[config.mk]
export PLATFORM = sky130hd
export DESIGN_NAME = qc_parity_accumulator
export DESIGN_NICKNAME = d
export VERILOG_FILES = /design/src/rtl/qc_parity_accumulator.sv
export SDC_FILE = /design/constraint.sdc
export NUM_CORES = 1
export LEC_CHECK = 0
export CELL_PAD_IN_SITES_DETAIL_PLACEMENT = 1
export CELL_PAD_IN_SITES_GLOBAL_PLACEMENT = 1
export CORE_MARGIN = 5
export CORE_UTILIZATION = 41
export DETAILED_ROUTE_END_ITERATION = 8
export PLACE_DENSITY_LB_ADDON = 0.1
export SLEW_MARGIN = 10
export SYNTH_ARGS = -nofsm -noshare
export SYNTH_HDL_FRONTEND = slang
export SYNTH_SLANG_ARGS = --single-unit
[constraint.sdc]
create_clock -name clk -period 3.5 [get_ports clk]
set_input_delay 0.35 -clock clk [delete_from_list [all_inputs] [get_ports clk]]
set_output_delay 0.35 -clock clk [all_outputs]
set_load 0.005 [all_outputs]
[src/rtl/qc_parity_accumulator.sv]
// Multi-block QC-LDPC parity accumulator: each accepted Z-bit info column is rotated per
// parity block and XOR-folded into NPAR parity registers, framed by first/last with a valid/ready handshake.
module qc_parity_accumulator #(
  parameter int Z      = 5,
  parameter int NPAR   = 4,
  parameter int SW     = $clog2(Z + 1),
  parameter int MAXCOL = 22,
  parameter int CW     = $clog2(MAXCOL + 1)
) (
  input  logic                 clk,
  input  logic                 rst,
  input  logic                 in_valid,
  output logic                 in_ready,
  input  logic                 in_first,
  input  logic                 in_last,
  input  logic [Z-1:0]         u,
  input  logic [NPAR*SW-1:0]   shift,
  output logic                 par_valid,
  input  logic                 out_ready,
  output logic [NPAR*Z-1:0]    par_data,
  output logic [CW-1:0]        col_count,
  output logic                 err_seq
);

  typedef enum logic [1:0] {IDLE, ACCUM, DONE} state_t;

  state_t         state;
  logic [Z-1:0]   acc     [NPAR];
  logic [Z-1:0]   acc_nxt [NPAR];
  logic           accept;

  // Left-rotate by s (bit i lands at (i+s) mod Z); shifts of Z or more are null circulants.
  function automatic logic [Z-1:0] rot(input logic [Z-1:0] x, input logic [SW-1:0] s);
    logic [2*Z-1:0] dbl;
    logic [Z-1:0]   res;
    dbl = {x, x} << s;
    if (s >= SW'(Z)) res = '0;
    else             res = dbl[2*Z-1:Z];
    return res;
  endfunction

  function automatic logic [CW-1:0] sat_inc(input logic [CW-1:0] c);
    logic [CW-1:0] res;
    if (c >= CW'(MAXCOL)) res = c;
    else                  res = c + CW'(1);
    return res;
  endfunction

  // in_ready depends on state only, so out_ready never reaches it combinationally.
  assign in_ready = (state != DONE);
  assign accept   = in_valid & in_ready;

  always_comb begin
    for (int k = 0; k < NPAR; k++) begin
      acc_nxt[k] = (in_first ? '0 : acc[k]) ^ rot(u, shift[k*SW +: SW]);
    end
  end

  always_comb begin
    par_data = '0;
    for (int k = 0; k < NPAR; k++) begin
      par_data[k*Z +: Z] = acc[k];
    end
  end

  always_ff @(posedge clk) begin
    if (rst) begin
      state     <= IDLE;
      par_valid <= 1'b0;
      err_seq   <= 1'b0;
      col_count <= '0;
      for (int k = 0; k < NPAR; k++) acc[k] <= '0;
    end else begin
      err_seq <= 1'b0;
      case (state)
        IDLE: begin
          if (accept) begin
            if (in_first) begin
              for (int k = 0; k < NPAR; k++) acc[k] <= acc_nxt[k];
              col_count <= CW'(1);
              state     <= in_last ? DONE : ACCUM;
              par_valid <= in_last;
            end else begin
              err_seq <= 1'b1;
            end
          end
        end
        ACCUM: begin
          if (accept) begin
            for (int k = 0; k < NPAR; k++) acc[k] <= acc_nxt[k];
            // A first beat mid-codeword restarts the codeword and is flagged.
            if (in_first) begin
              col_count <= CW'(1);
              err_seq   <= 1'b1;
            end else begin
              col_count <= sat_inc(col_count);
            end
            if (in_last) begin
              state     <= DONE;
              par_valid <= 1'b1;
            end
          end
        end
        DONE: begin
          if (out_ready) begin
            state     <= IDLE;
            par_valid <= 1'b0;
          end
        end
        default: begin
          state     <= IDLE;
          par_valid <= 1'b0;
        end
      endcase
    end
  end

endmodule
==> impl_metrics.ini <==
[clock_tree]
cts_tree = built
cts_resized = 0
cts_buffer_depth = 2
clkTransAtPathRegs_ns = 0.10
post_cts_buffers = 0
htreeDepth = 1
cts.sinks = 28
clk_latency_ns = 0.28
ctsHoldBuffers = 0
numCtsBuffers = 3
clockRootBuffer = clkbuf_8

[sta]
finalSetupTns_ns = 0
grt_setup_unrepaired = no
final-setup-viol-count = 0
tightest_slew_ns = 0.613
fin_worst_skew_ns = 0.00277
final.min_clock_period_ns = 2.30
slew_headroom_pct = 59.0
hold_viol = 0
post-route-period-util_pct = 65.8
finalMaxSlewViolations = 0
clock.fmax_mhz = 434

[min_path]
hp-class = reg2reg

[critical_path]
rr_worst_depth = 4
critical_path_cell_count = 4
startpoint = in_first
cp_cell_sequence = clkdlybuf4s50_1 -> clkinv_1 -> and3_1 -> mux2_2
cp_top_family = buffers and inverters
timing.rr.end = acc[0][1]
crit_path_top_delay_cell = clkdlybuf4s50_1
worstPathRequired_ns = 3.54
critPathMaxFanout = 18
worstSetupPathType = in2reg
cp-end-kind = register
cpPeakStageDelay_ns = 0.81
regToRegStartpoint = par_valid
reg2reg_slack_ns = 1.63
worstPathArrival_ns = 2.34
cp-start-kind = input pin
crit_buf_inv = 2
critical_path.endpoint = acc[3][3]

[global_routing]
grt_pass1_wl_um = 10400
grt_pass1_vias = 2092
antenna_found_initial = 0
grt_use_total_pct = 17.4
grt-ovfl-total = 0
grt_max_degree = 19

[synthesis]
ys_seq_area_share_pct = 33.5
syn_area_per_cell_sq_um = 9.04
synth_seq_cells = 28
synth_area_sq_mm = 0.00227
ys_warn_count = 0
synthTopCellsByArea = edfxtp_1, dfxtp_1, mux2i_1
synth.lib_cells_used.distinct = 54
synth_fp_nets = 276
syn_inst = 251
yosys.area.top_type_share_pct = 26.5
synthFlopType = edfxtp_1
async_flop_share_pct = 0
synth_edf_count = 20
synth_top_area_cell = edfxtp_1

[finish]
final_nets = 313
diodes = 0
fin_cells = 359
area_growth_pct = 25.3
layout-drive-gt1-share_pct = 8.36

[floorplan]
core_area_sq_mm = 0.00544
num_io_pins = 51
start_util_pct = 41.7
die_w_um = 84.4
dieArea_sq_mm = 0.00712
num_rows = 27
die_y_um = 84.4

[power]
vdd_ir_drop_max_v = 0.000170
p_per_area_mw_per_mm2 = 303
finalPower_w = 0.000861
p_leak_nw = 0.997

[routing]
dr.pass1.iters = 4
post_drt_wl_per_cell_um = 17.7
first_iter_violations = 90
drt-total-wl_um = 6350
route.detailed.drc = 0
via_per_inst = 5.76
vias = 2067
ant_nets = 0

[place]
globalplace.congestion = 0.847
hpwl_um = 4760
placed_cells = 355
io_buffers = 50

[job]
maxCapViolCount = 0

[status]
status = complete, no violations
==> cells in the mapped netlist (3+ instances only) <==
| cell | n |
|---|---|
| nor2b_1 | 12 |
| a21oi_1 | 16 |
| or2_2 | 5 |
| nand3b_1 | 6 |
| nor3_1 | 6 |
| dfxtp_1 | 8 |
| a211oi_1 | 5 |
| o21ai_0 | 12 |
| o211ai_1 | 6 |
| nor2_1 | 10 |
| mux2i_1 | 16 |
| nand3_1 | 10 |
| buf_2 | 3 |
| inv_1 | 7 |
| a21o_1 | 4 |
| edfxtp_1 | 20 |
| mux2_2 | 8 |
| o2bb2ai_1 | 4 |
| nor3b_1 | 12 |
| nand2b_1 | 5 |
| and3_1 | 3 |
| nand2_1 | 15 |
| clkbuf_1 | 13 |
| a21boi_0 | 4 |
| nand4_1 | 4 |
==> cell usage in the layout, fill, tap and decap left out, types with 2 or more instances in the layout <==
cell type,synthesis,final
xnor2_1,2,2
edfxtp_1,20,20
nor2b_1,12,12
a21oi_1,16,16
nor4bb_1,2,2
dfxtp_1,8,8
clkbuf_8,0,3
nand3b_1,6,6
o2bb2ai_1,4,4
clkdlybuf4s50_1,0,50
a211oi_1,5,5
mux2_2,8,8
a21boi_0,4,4
and3_1,3,3
mux2i_1,16,16
or2_2,5,5
nor3b_1,12,12
nand3_1,10,10
o32ai_1,2,2
nand4_1,4,4
nor2_1,10,10
a21o_1,4,4
mux4_2,2,2
a221oi_1,2,2
inv_1,7,7
ha_1,2,2
o21ai_0,12,12
and2_1,2,2
nor3_1,6,6
nand2b_1,5,5
nand2_1,15,15
o211ai_1,6,6
==> routing by layer <==
metal | track usage [%] | part of all wire [%] | vias to the layer above
li1 | - | - | 1020
met1 | 24.9 | 48 | 1002
met2 | 28.8 | 47 | 41
met3 | 2.26 | 4.3 | 4
met4 | 2.59 | 0.55 | 0
met5 | 0 | 0 | -
==> sequential cells by signal (all words and copies together), names as in the netlist <==
register	cells
col_count	5
err_seq	1
par_valid	1
acc	20
state	1
==> worst min-delay path by stage <==
stage | from | endpoint | slack (ns) | cells past startpoint
final | col_count[4] | col_count[4] | 0.56 | 2
after global routing | col_count[0] | col_count[0] | 0.61 | 1
after CTS | col_count[4] | col_count[4] | 0.57 | 2
after detailed placement | col_count[4] | col_count[4] | 0.53 | 2
after global placement | col_count[4] | col_count[4] | 0.52 | 2
after floorplan | in_valid | state[0] | 0.46 | 1
==> power breakdown <==
part / internal, W / switching (W)
Sequential: 0.000378 / 0.0000158
Clock: 0.000125 / 0.000109
Combinational: 0.000117 / 0.000116
Total: 0.000620 / 0.000240
==> stage by stage <==
stage                     hold slack (ns)  instance area (sq um)  util (%)  worst slack [ns]
after floorplan                     0.461                   2270         -              1.76
after global placement              0.522                   2780      51.1              1.00
after detailed placement            0.535                   2780      51.1             0.921
after CTS                           0.570                   2840      52.3              1.19
after global routing                0.610                   2840      52.3              1.07
final                               0.562                   2840      52.3              1.20
==> kinds of logic (layout without fill, tap and decap cells) <==
group           count (synthesis)  count (layout)  share of synthesized area [%]
buf+inv                        27              63                           5.29
flops                          28              28                           33.5
simple gates                   96              96                           24.8
fa+ha+maj                       2               2                           1.10
compound gates                 69              69                           21.2
xor+xnor                        3               3                           1.16
mux                            26              26                           13.0
==> area by class of cell <==
class                   count  area [sq um]
clock buffers               4          66.3
fillers                   637          2590
inverters                   8          30.0
multi-input cells         196          1390
flip-flops and latches     28           761
well taps                  72          90.1
repair buffers             51           508
==> worst min-delay path: cells and delay by family (launching register included) <==
kind	cells	cell delay, ns
compound gates	1	0.06
flops	1	0.39
simple gates	1	0.08
Note: power is estimated with default switching activity, not from simulation.
